==> src/rtl/pipe_stall_ctrl.sv <==
// pipe_stall_ctrl
//   Hazard/stall controller for a 5-stage pipeline. Turns load-use, branch,
//   exception and I/D cache-miss events into write-enables and synchronous
//   clears for the PC register and the IF/ID, ID/EX, EX/MEM, MEM/WB flops.
//   Tracks outstanding misses in a 4-state FSM, counts stall cycles and
//   raises a sticky timeout when a miss stays outstanding too long.
// Ports
//   clk, reset          clock; synchronous active-high reset
//   load_use            ID instr depends on a load in EX (level)
//   branch_taken        branch/jump resolved taken in EX
//   exception           exception raised by instr in MEM
//   imiss / iready      I-cache miss / refill-done pulses
//   dmiss / dready      D-cache miss / refill-done pulses
//   pc_we               PC write enable
//   stage_we[3:0]       [0]=IF/ID [1]=ID/EX [2]=EX/MEM [3]=MEM/WB enables
//   stage_clr[3:0]      same indexing, synchronous clear (bubble insert)
//   state[1:0]          FSM state (debug)
//   stall_cnt[CNT_W]    saturating count of cycles with pc_we=0
//   timeout             sticky: miss outstanding for >= TIMEOUT cycles
module pipe_stall_ctrl #(
  parameter int CNT_W   = 16,
  parameter int TIMEOUT = 255
) (
  input  logic             clk,
  input  logic             reset,
  input  logic             load_use,
  input  logic             branch_taken,
  input  logic             exception,
  input  logic             imiss,
  input  logic             iready,
  input  logic             dmiss,
  input  logic             dready,
  output logic             pc_we,
  output logic [3:0]       stage_we,
  output logic [3:0]       stage_clr,
  output logic [1:0]       state,
  output logic [CNT_W-1:0] stall_cnt,
  output logic             timeout
);

  typedef enum logic [1:0] {RUN = 2'd0, IMISS = 2'd1, DMISS = 2'd2, DIMISS = 2'd3} st_e;

  localparam logic [CNT_W-1:0] TO_M1 = CNT_W'(TIMEOUT - 1);

  st_e              st_q, st_d;
  logic             kill_q, kill_d;
  logic [CNT_W-1:0] tcnt_q;
  logic             to_q;

  logic i_out, d_out, d_stall, i_stall, i_pend, kill_drop, redirect;

  // Miss outstanding according to the registered state.
  assign i_out = (st_q == IMISS) || (st_q == DIMISS);
  assign d_out = (st_q == DMISS) || (st_q == DIMISS);

  // A ready pulse releases its stall in the same cycle (refill data valid).
  assign d_stall = (d_out && !dready) || dmiss;
  assign i_stall = (i_out && !iready) || imiss;

  // I-miss still pending after this cycle: a fetch outstanding now whose
  // refill will arrive after a redirect, so it must be discarded.
  assign i_pend    = (i_out && !iready) || (imiss && st_q == RUN);
  assign kill_drop = kill_q && iready && i_out;
  assign redirect  = !reset && !d_stall && (exception || branch_taken);

  // ---------------- state register ----------------
  always_ff @(posedge clk) begin
    if (reset) st_q <= RUN;
    else       st_q <= st_d;
  end

  // ---------------- next state ----------------
  always_comb begin
    st_d = st_q;
    unique case (st_q)
      RUN: begin
        if (dmiss && imiss) st_d = DIMISS;
        else if (dmiss)     st_d = DMISS;
        else if (imiss)     st_d = IMISS;
      end
      IMISS: begin
        if (iready && dmiss) st_d = DMISS;
        else if (iready)     st_d = RUN;
        else if (dmiss)      st_d = DIMISS;
      end
      // IF is frozen behind the D-miss, so no new fetch can miss here.
      DMISS: begin
        if (dready) st_d = RUN;
      end
      DIMISS: begin
        if (dready && iready) st_d = RUN;
        else if (dready)      st_d = IMISS;
        else if (iready)      st_d = DMISS;
      end
      default: st_d = RUN;
    endcase
  end

  // ---------------- outputs (priority ordered) ----------------
  always_comb begin
    pc_we     = 1'b1;
    stage_we  = 4'hF;
    stage_clr = 4'h0;
    if (reset) begin
      pc_we     = 1'b0;
      stage_we  = 4'h0;
      stage_clr = 4'hF;
    end else if (d_stall) begin
      // Everything up to MEM is frozen and re-presented; WB gets a bubble.
      pc_we     = 1'b0;
      stage_we  = 4'b1000;
      stage_clr = 4'b1000;
    end else if (exception) begin
      stage_clr = 4'hF;
    end else if (branch_taken) begin
      stage_clr = 4'b0011;
    end else if (i_stall) begin
      pc_we     = 1'b0;
      stage_clr = 4'b0001;
    end else if (kill_drop) begin
      // Wrong-path refill: PC already holds the redirect target, so hold it
      // and drop the returned instruction.
      pc_we     = 1'b0;
      stage_clr = 4'b0001;
    end else if (load_use) begin
      pc_we     = 1'b0;
      stage_we  = 4'b1110;
      stage_clr = 4'b0010;
    end
  end

  // ---------------- kill flag ----------------
  always_comb begin
    kill_d = kill_q;
    if (i_out && !(st_d == IMISS || st_d == DIMISS)) kill_d = 1'b0;
    else if (redirect && i_pend)                     kill_d = 1'b1;
  end

  always_ff @(posedge clk) begin
    if (reset) kill_q <= 1'b0;
    else       kill_q <= kill_d;
  end

  // ---------------- stall and timeout counters ----------------
  always_ff @(posedge clk) begin
    if (reset) begin
      stall_cnt <= '0;
      tcnt_q    <= '0;
      to_q      <= 1'b0;
    end else begin
      if (!pc_we && stall_cnt != '1) stall_cnt <= stall_cnt + 1'b1;
      if (st_q == RUN) begin
        tcnt_q <= '0;
      end else begin
        if (tcnt_q != '1)     tcnt_q <= tcnt_q + 1'b1;
        // This non-RUN cycle brings the run length up to TIMEOUT.
        if (tcnt_q >= TO_M1)  to_q   <= 1'b1;
      end
    end
  end

  assign state   = st_q;
  assign timeout = to_q;

endmodule
==> config.mk <==
export PLATFORM = sky130hd
export DESIGN_NAME = pipe_stall_ctrl
export DESIGN_NICKNAME = d
export VERILOG_FILES = /design/src/rtl/pipe_stall_ctrl.sv
export SDC_FILE = /design/constraint.sdc
export NUM_CORES = 1
export LEC_CHECK = 0
export ABC_AREA = 1
export BUFFER_PORTS_ARGS = -buffer_cell sky130_fd_sc_hd__clkbuf_2
export CAP_MARGIN = 10
export CORE_MARGIN = 4
export CORE_UTILIZATION = 45
export DETAILED_ROUTE_END_ITERATION = 16
export MAX_ROUTING_LAYER = met4
export PLACE_DENSITY = 0.76
export SLEW_MARGIN = 40
export SYNTH_ARGS = -nofsm -noshare
export SYNTH_HDL_FRONTEND = slang
export SYNTH_SLANG_ARGS = --single-unit
export TNS_END_PERCENT = 10
==> constraint.sdc <==
create_clock -name clk -period 1.7 [get_ports clk]
set_input_delay 0.085 -clock clk [delete_from_list [all_inputs] [get_ports clk]]
set_output_delay 0.085 -clock clk [all_outputs]
set_load 0.02 [all_outputs]
# After elaboration in Yosys (flattened, before gate mapping)
# Index checks and enable logic that the tools add are counted.
[totals] word_cells=78 output_inout_bits=28 reg_bits=36
[classes] n_mux=32 n_eq_ne=7 addsub=2 bitwise_logic=1 n_lt_le_gt_ge=1 reduce_logical=30
[ops] cell="adder 16 x 1 -> 16 bit, second input constant" count=2
[ops] cell="inequality test 16 bit, second input constant" count=2
[ops] cell="two-way mux 2 bit" count=14
[ops] cell="greater-or-equal comparator 16 x 8 -> 1 bit, second input constant" count=1
[ops] cell="two-way mux 4 bit" count=4
[ops] cell="logical AND 1 bit" count=13
[ops] cell="two-way mux 1 bit" count=12
[ops] cell="case mux 2 bit (4 select lines)" count=1
[ops] cell="logical OR 1 bit" count=7
[ops] cell="== test 2 bit, second input constant" count=3
[ops] cell="zero test 1 bit" count=6
[ops] cell="== test 2 x 1 -> 1 bit, second input constant" count=2
[ops] cell="OR reduction 2 bit" count=2
[ops] cell="two-way mux 3 bit" count=1
[ops] cell="zero test 2 bit" count=1
[ops] cell="AND reduction 2 bit" count=1
[ops] cell="NOT 1 bit" count=1

# Logic depth before layout (Yosys ltp)
# Gate-level depths: netlist (run 1).
[logic_depth] ltp_word=11 depth_mapped=10 mapped_depth_nobuf=9

# Least setup slack after synthesis (run 1)
# No wires, ideal clock.
[synth_path] path_kind="flip-flop to flip-flop" from="register stall_cnt[1]" to="register stall_cnt[14]" arrival_time_ns=1.520 path_buffers=1 synth_period_minus_slack_ns=1.586 slack_ns=0.114 stages_incl_launch_ff=11 setup_time_ns=0.066 path_cell_list="dfxtp_1 -> ha_1 -> nand2_2 -> inv_2 -> nand2_2 -> nor2_2 -> nand2_2 -> nand3_4 -> buf_8 -> nand2_1 -> a21oi_2"
[synth_between] elab_chain_len=2 word_cells_on_any_way=3
[synth_rtl] item="from (decl)" line="37" text="output logic [CNT_W-1:0] stall_cnt,"
[synth_rtl] item="from (signal assigned)" line="151" text="if (!pc_we && stall_cnt != '1) stall_cnt <= stall_cnt + 1'b1;"
[synth_rtl] item="branches (longest 2 deep; another with adder 16 x 1 -> 16 bit)"
# Parallel ways; which one is timed is not known.
# A chain may end at the register's enable or synchronous reset.

# Worst setup path in the final report (run 1)
[layout_path] from="input port dready" to="output port pc_we"
[layout_between] elab_chain_len=5
[layout_rtl] item="from (decl)" line="32" text="input logic dready,"
[layout_rtl] item="zero test 1 bit" line="57" text="assign d_stall = (d_out && !dready) || dmiss;"
[layout_rtl] item="logical AND 1 bit" line="57"
[layout_rtl] item="logical OR 1 bit" line="57"
[layout_rtl] item="two-way mux 1 bit" line="108" text="end else if (d_stall) begin"
[layout_rtl] item="two-way mux 1 bit" line="104" text="if (reset) begin"
[layout_rtl] item="to (decl)" line="33" text="output logic pc_we,"
# No other way between the ends.

==> summary.md, run 1 <==
| Metric | Value |
|---|---|
| Clock skew | between 0.009 and 0.01 ns |
| Inserted Clock Buffers | 5 |
| Hold Path Class | primary input to flip-flop |
| FF+latch count, synth | 36 |
| Ant diodes | 0 |
| Seq/Total Area, Yosys | 0.319 |
| Max Cap Violations | 0 |
| Post-detail-place hpwl | roughly 3900 um |
| Final core utilization | 0.545 |
| Worst VDD drop | 0.410 mV |
| Pwr dens | 633 nW/um^2 |
| Worst path required time | between 1.5 and 2 ns |
| Final hold vios | 0 |
| Later-pin clock latency in the skew report | a little under 0.3 ns |
| Post-DR vias/cell | 5.06 |
| Synth Net Count | 353 |
| Total clock sinks | 36 |
| Mean post-synth cell area | 6.63 sq um |
| Number of global-route vias before repair | 1993 |
| DP Area | 2510 sq um |
| Area grow syn2layout | 15.4% |
| DRT Wirelength | just over 5000 um |
| Die height | slightly below 80 um |
| DR pass1 iterations | 5 |
| Worst-path clk slew | 0.07 ns |
| Fmax | 621 MHz |
| H-Tree Depth | 2 |
| Final Setup Violations | 0 |
| Routed wire per std cell | 11.5 um |
| Antenna violations before repair | 0 |
| First-pass GRT wire length | slightly below 9000 um |
| # rows | 25 |
| Measured slew at the worst slew-check pin | around 0.5 ns |
| Initial Util | 0.472 |
| Clock buffer depth | 2 |
| CP Class | primary input to output port |
| Critical Path Start | dready |
| Vias | 2286 |
| Leakage | 1.10 nW |
| Chip width | 78.9 um |
| Post CTS Setup Buffer Count | 0 |
| Worst EP arrival | ~1.5 ns |
| RSZ-0062 raised after global routing | yes |
| Min-delay src | reset |
| Reg2reg start | tcnt_q[0] |
| Total power after layout | between 1.5 and 2 mW |
| Worst relative slew slack | 0.671 |
| Antenna-violating nets left | 0 |
| CTS tree | done |
| Final period util | 0.947 |
| Startpoint Class | primary input |
| Mapped Area | 2260 sq um |
| Max Slew Vio Count | 0 |
| Initial DRC count | 179 |
| Number of port buffers | 36 |
| RD Place Congestion | 0.910 |
| Status | completed |
| Root Buffer Master | clkbuf_8 |
| Largest net degree at the start of global routing | 16 |
| Ports | 37 |
| Overall global routing resource usage | 0.177 |
| Final Non-Filler Cells | 452 |
| CP max FO | 7 |
| Warnings, synthesis | 0 |
| GRT Residual Overflow | 0 |
| Finished Cell Area | 2610 sq um |
| Layout cells sized above 1 | 0.242 |
| DP Cell Count | 444 |
| Residual DRC | 0 |
| Die area | 6220 sq um |
| Number of fill cells in the layout | approximately 460 |
| Gate Count Post-Synth | 341 |
| Fin crit period | 1.61 ns |
| Synth unique cells | 34 |
| Fin nets | just under 400 |
| Core ar. | 4790 sq um |
| Crit end category | output port |
## timing repair
item,4_1_cts,5_1_grt
gates resized for setup,0,2
endpoints found under the setup margin,0,25
hold buffers,1,0
endpoints found under the hold margin,1,0
## synthesized netlist by cell type
cell type / count / area (sq um)
nand3_1: 18 / 90.1
o21ai_0: 12 / 60.1
nand2_4: 2 / 22.5
buf_8: 1 / 15.0
a21oi_2: 7 / 61.3
nand3_4: 1 / 17.5
xnor2_1: 4 / 35.0
nand2_1: 105 / 394
nand4_1: 11 / 68.8
inv_2: 4 / 15.0
a21boi_0: 2 / 15.0
xor2_1: 3 / 26.3
buf_6: 2 / 22.5
nor3_1: 2 / 10.0
a211oi_1: 1 / 7.51
nor4_1: 2 / 12.5
nand3_2: 3 / 30.0
a21oi_1: 11 / 55.1
or2_2: 8 / 50.1
nand3b_1: 2 / 15.0
nor2_1: 38 / 143
o21a_1: 1 / 7.51
a31oi_2: 1 / 12.5
buf_4: 2 / 15.0
nor2_2: 5 / 31.3
nor2_4: 3 / 33.8
inv_1: 33 / 124
o211ai_1: 1 / 7.51
ha_1: 3 / 37.5
nand2_2: 9 / 56.3
or2_1: 1 / 6.26
a31oi_1: 5 / 31.3
buf_2: 2 / 10.0
dfxtp_1: 36 / 721
## final cells by class
class / instances / area, sq um / area share
Multi-Input combinational cell: 261 / 1340 / 0.515
Sequential cell: 36 / 722 / 0.277
Inverter: 37 / 139 / 0.0533
Clock buffer: 6 / 72.6 / 0.0278
Tap cell: 67 / 83.8 / 0.0321
Timing Repair Buffer: 44 / 243 / 0.0931
Clock inverter: 1 / 5.00 / 0.00192
## worst max-delay path, stage by stage
cell and delay, ns:
dlygate4sd3_1 0.53, clkbuf_2 0.11, inv_1 0.04, nand2_1 0.06
nand2_2 0.08, nor2_4 0.19, nand2_4 0.13, nand2_2 0.12
clkbuf_2 0.17
## registers in the layout (all words and copies together), names as in the netlist
register and cells:
stall_cnt 16, tcnt_q 16, state 2, kill_q 1
timeout 1
## where the power goes
part	internal (mW)	switching (mW)	total [mW]
combinational	0.0656	0.129	0.195
sequential	0.858	0.0146	0.872
clock	0.279	0.304	0.583
total	1.20	0.448	1.65
## cells in the final DEF (no fill, tap or decap), types with 8 or more instances in the layout
cell type,count
nand2_2,9
o21ai_0,12
nand3_1,18
a21oi_1,11
clkbuf_2,36
or2_2,8
nand4_1,11
dfxtp_1,35
nand2_1,105
inv_1,33
nor2_1,38
## cell families after synthesis
kind of cell             share of synthesized area
buffers and inverters                       0.0891
XOR/XNOR                                    0.0271
AO/OA/AOI/OAI                                0.114
AND/OR/NAND/NOR                              0.434
flip-flops                                   0.319
adder cells (fa/ha/maj)                     0.0166
## path summary, 6_finish.rpt
| kind | to | slack, ns | cells after the start |
|---|---|---|---|
| max | pc_we | 0.09 | 9 |
| min | state[1] | 0.1 | 2 |
| max reg2reg | tcnt_q[14] | 0.13 | 9 |
| min reg2reg | timeout | 0.46 | 2 |
## routing by layer
layer / up-vias / global-route usage / share of wire
li1: 1181 / - / -
met1: 1029 / 0.227 / 0.48
met2: 70 / 0.272 / 0.45
met3: 6 / 0.0431 / 0.060
met4: 0 / 0.0653 / 0.012
met5: - / - / 0
## per-stage QoR
| step | setup TNS (ns) | hold slack [ns] | setup slack, ns |
|---|---|---|---|
| floorplan | 0 | 0.182 | 0.114 |
| global placement | 0 | 0.290 | 0.125 |
| detailed placement | 0 | 0.290 | 0.0479 |
| CTS | 0 | 0.0936 | 0.0261 |
| global route | -0.0964 | 0.0793 | -0.0354 |
| finish | 0 | 0.0953 | 0.0898 |
(Power assumes the default switching activity.)
==> run 2: changes to the inputs <==
- clock period: 1.7 -> 2.1 ns (I/O delays scaled with it)
==> run 2 against run 1 <==
Non-clock buffer count down 7. Wire length shrank 1.9%. Via count decreased by 2.8%. Clock-buffer cell count increased by 1. Cell area is 1.6% lower. Flip-flop and latch count unchanged. Largest power group unchanged.
==> summary.md, run 2 (synthesis gave the netlist of run 1 again) <==
| Metric | Value |
|---|---|
| Register area | 721 sq um |
| WHS Path Cells | 2 |
| Number of global-route vias before repair | between 1500 and 2000 |
| Residual DRC | 0 |
| H-Tree Depth | 2 |
| Crit end category | flip-flop |
| Root Buffer Master | clkbuf_8 |
| Antenna-violating nets left | 0 |
| Final Setup Violations | 0 |
| Pre-CTS setup slack | about 0.46 ns |
| Worst R2R Path Depth | 8 |
| Largest net degree at the start of global routing | 16 |
| Reg2reg start | stall_cnt[0] |
| Status | completed |
| CTS tree | done |
| Inserted Clock Buffers | 5 |
| Critical-path cell list | ha_1 > nand2_2 > inv_2 > nand3_1 > nor2_1 > nor2_2 > nand2_1 > a21oi_2 |
| Worst-path clk slew | 0.07 ns |
| Number of port buffers | 36 |
| CP delay by family, top | simple AND/OR/NAND/NOR gates |
| GRT Residual Overflow | 0 |
| # rows | 25 |
| Cts hold-fix bufs | 0 |
| Layout cells sized above 1 | 0.230 |
| Worst path slowest cell | nor2_2 |
| Vias | 2222 |
| Sum Neg Setup Slack | 0 ns |
| Commonest non-fill, non-tap cell in the layout | nand2_1 |
| Worst VDD drop | 0.276 mV |
| Initial Util | 0.472 |
| Startpoint Class | flip-flop |
| Chip width | 78.9 um |
| Leakage | about 1.1 nW |
| Most frequent cells in the layout | nand2_1, nor2_1, clkbuf_2, dfxtp_1, inv_1 |
| Total clock sinks | 36 |
| DRT Wirelength | 5090 um |
| CP max FO | 12 |
| Number of fill cells in the layout | 472 |
| Die area | 6220 sq um |
| Core ar. | 4790 sq um |
| Max Cap Violations | 0 |
| Fin crit period | 1.67 ns |
| Ports | 37 |
| Routed wire per std cell | 11.4 um |
| DP Area | 2470 sq um |
| Fmax | 599 MHz |
| Later-pin clock latency in the skew report | just under 0.3 ns |
| Measured slew at the worst slew-check pin | 0.470 ns |
| Post-detail-place hpwl | 3860 um |
| RSZ-0062 raised after global routing | no |
| RD Place Congestion | 0.907 |
| Antenna violations before repair | 0 |
| CP Class | flip-flop to flip-flop |
| Hold Path Class | primary input to flip-flop |
| Worst path required time | roughly 2.3 ns |
| Worst EP arrival | 1.89 ns |
| R2r endpoint | stall_cnt[10] |
| DR pass1 iterations | 4 |
| Hold Path End | state[1] |
| First-pass GRT wire length | 8720 um |
| PostCTS Resize Cnt | 0 |
| Fin nets | 390 |
| Clock skew | 0.00932 ns |
| Worst relative slew slack | 0.686 |
| Post CTS Setup Buffer Count | 0 |
| Max Slew Vio Count | 0 |
| Die height | between 70 and 80 um |
| CP peak stage delay | just under 0.4 ns |
| Pwr dens | ~540 nW/um^2 |
| Setup slack after layout | 0.432 ns |
| Final hold vios | 0 |
| CP bufs+invs | 1 |
| Clock buffer depth | 2 |
| Overall global routing resource usage | 0.176 |
| Ant diodes | 0 |
| Footprint of the multi-input gates | 1340 sq um |
| Final period util | 0.795 |
| Area grow syn2layout | 13.5% |
| Initial DRC count | around 120 |
| Finished Cell Area | 2560 sq um |
| Min-delay src | dready |
| Reg2reg setup slack | 0.43 ns |
| Post-DR vias/cell | 4.99 |
-- run 2: where the power goes --
part | internal [mW] | switching (mW)
registers | 0.694 | 0.0150
logic | 0.0463 | 0.101
clock network | 0.292 | 0.233
-- run 2: final cells by class --
class	count	area share
multi-input combinational	261	0.521
timing repair buffer	37	0.0732
tap	67	0.0327
inverter	37	0.0541
sequential	36	0.281
clock buffer	7	0.0376
-- run 2: how the worst max path moves through the flow --
stage / from / endpoint / slack (ns) / depth (start not counted)
CTS: stall_cnt[0] / stall_cnt[10] / 0.44 / 8
global placement: stall_cnt[0] / stall_cnt[1] / 0.50 / 8
detailed placement: stall_cnt[0] / stall_cnt[10] / 0.46 / 8
finish: stall_cnt[0] / stall_cnt[10] / 0.43 / 8
global route: stall_cnt[0] / stall_cnt[13] / 0.26 / 8
floorplan: stall_cnt[1] / stall_cnt[14] / 0.51 / 10
-- run 2: routing by layer --
layer | routed length, um | GRT usage | vias to the layer above
met4 | 102 | 0.0704 | 0
li1 | - | - | 1167
met5 | 0 | - | -
met1 | 2450 | 0.218 | 998
met2 | 2280 | 0.279 | 48
met3 | 258 | 0.0397 | 9
-- run 2: metrics by stage --
step	utilization	cells	hold WS, ns	power [mW]
after detailed placement	0.516	438	0.315	0.872
after global placement	0.516	438	0.309	0.869
after CTS	0.536	445	0.0122	1.40
after floorplan	-	341	0.202	0.832
after global routing	0.536	445	0.00782	1.44
final	0.536	445	0.0145	1.38
==> run 3: changes to the inputs <==
- clock period: 2.1 -> 1.6 ns (I/O delays scaled with it)
==> run 3 against run 2 <==
Utilization up 2.4 points. Non-clock buffer count rose by 13. Final cell count increased by 2.9%. Cell area up 4.4%. Critical path depth stayed put. Clock skew barely moved. Power rose by 28%. Wire length is 6.0% higher. Largest power group unchanged. Highest routed layer unchanged.
==> summary.md, run 3 (synthesis gave the netlist of run 1 again) <==
| Metric | Value |
|---|---|
| First-pass GRT wire length | 9290 um |
| Commonest non-fill, non-tap cell in the layout | nand2_1 |
| Crit end category | flip-flop |
| Worst VDD drop | 0.346 mV |
| Largest net degree at the start of global routing | 16 |
| Final period util | 0.937 |
| Sum Neg Setup Slack | 0 ns |
| Worst relative slew slack | 0.747 |
| Final hold vios | 0 |
| Met1 Usage GRT | 0.232 |
| RD Place Congestion | around 0.92 |
| Final Setup Violations | 0 |
| Initial Util | 0.472 |
| CP delay by family, top | simple AND/OR/NAND/NOR gates |
| H-Tree Depth | 2 |
| Reg2reg setup slack | approximately 0.1 ns |
| Max Slew Vio Count | 0 |
| Post-DR vias/cell | 5.06 |
| Residual DRC | 0 |
| Finished Cell Area | 2680 sq um |
| Routed wire per std cell | 11.8 um |
| Area grow syn2layout | 18.5% |
| CP max FO | 13 |
| Die area | just over 6000 sq um |
| Register area | around 720 sq um |
| GRT Residual Overflow | 0 |
| CP Class | flip-flop to flip-flop |
| CP bufs+invs | 2 |
| GRT busiest layer | met2 |
| Root Buffer Master | clkbuf_8 |
| Most frequent cells in the layout | nand2_1, nor2_1, clkbuf_2 |
| CTS tree | done |
| CP peak stage delay | around 0.38 ns |
| Ports | 37 |
| Inserted Clock Buffers | 5 |
| Die height | 78.9 um |
| Clock skew | around 0.0096 ns |
| RSZ-0062 raised after global routing | yes |
| Clock buffer depth | 2 |
| Pwr dens | 658 nW/um^2 |
| Number of global-route vias before repair | 2083 |
| Fin nets | 403 |
| Chip width | ~80 um |
| Setup slack after layout | 0.100 ns |
| Total power after layout | about 1.8 mW |
| Pre-CTS setup slack | -0.0241 ns |
| Measured slew at the worst slew-check pin | 0.376 ns |
| Ant diodes | 0 |
| Status | completed |
| Worst path slowest cell | dfxtp_2 |
| Worst path required time | 1.77 ns |
| Leakage | ~1.1 nW |
| Worst-path clk slew | 0.07 ns |
| Max Cap Violations | 0 |
| # rows | 25 |
| Number of fill cells in the layout | slightly below 500 |
| Critical-path cell list | ha_2 > inv_1 > nor2_2 > nand2_2 > nor2_4 > inv_4 > nand2_1 > a21oi_1 |
| Overall global routing resource usage | 0.185 |
| Startpoint Class | flip-flop |
| Antenna violations before repair | 0 |
| DRT Wirelength | 5390 um |
| Core ar. | 4790 sq um |
| Number of port buffers | 36 |
| Met3 Resource Use GR | 0.0408 |
| Layout cells sized above 1 | 0.266 |
| Worst EP arrival | approximately 1.7 ns |
| Post-detail-place hpwl | 4160 um |
| Later-pin clock latency in the skew report | 0.29 ns |
| Antenna-violating nets left | 0 |
| Initial DRC count | 179 |
| Vias | approximately 2300 |
| Fmax | between 600 and 700 MHz |
| Fin crit period | 1.50 ns |
| Total clock sinks | 36 |
| Footprint of the multi-input gates | 1350 sq um |
| M2 GR Usage | 0.303 |
| Hold Path Class | primary input to flip-flop |
| DP Area | 2550 sq um |
| DR pass1 iterations | 4 |
[run 3: cell count changes in the layout (fill, tap and decap cells not counted), moves of 2 or more]
cell	delta
clkbuf_8	-2
buf_4	+11
nor2_1	-2
dfxtp_1	-3
dfxtp_2	+3
[run 3: cell type report]
type	count	share of cell area
clock buffer	6	0.0271
clock inverter	1	0.00187
timing repair buffer	50	0.112
inverter	37	0.0528
tap	67	0.0313
multi-input combinational	261	0.504
sequential	36	0.271
[run 3: power by group]
part           internal (mW)  switching [mW]  total [mW]
sequential             0.912          0.0156       0.927
clock                  0.296           0.314       0.610
combinational         0.0818           0.143       0.225
total                   1.29           0.473        1.76
[run 3: routing by layer]
| layer | vias to the layer above | part of all wire |
|---|---|---|
| met5 | - | 0 |
| met4 | 0 | 0.018 |
| met3 | 12 | 0.061 |
| met2 | 71 | 0.45 |
| met1 | 1040 | 0.47 |
| li1 | 1193 | - |
[run 3: repair_timing]
| item | 4_1_cts | 5_1_grt |
|---|---|---|
| resized for setup | 2 | 8 |
| setup buffers | 0 | 1 |
| pin swaps | 0 | 2 |
| hold buffers | 1 | 0 |
| endpoints found under the setup margin | 17 | 23 |
| endpoints found under the hold margin | 1 | 0 |
[run 3: path summary, 6_finish.rpt]
| kind | startpoint | endpoint | cells after the start |
|---|---|---|---|
| hold reg to reg | timeout | timeout | 2 |
| setup / recovery | tcnt_q[1] | tcnt_q[0] | 8 |
| hold / removal | reset | state[1] | 2 |
| setup reg to reg | tcnt_q[1] | tcnt_q[0] | 8 |
[run 3: through the flow]
step | hold slack [ns] | cells | utilization
floorplan | 0.177 | 341 | -
global placement | 0.285 | 449 | 0.533
detailed placement | 0.289 | 449 | 0.533
CTS | 0.0872 | 457 | 0.553
global route | 0.0985 | 458 | 0.559
finish | 0.0863 | 458 | 0.559
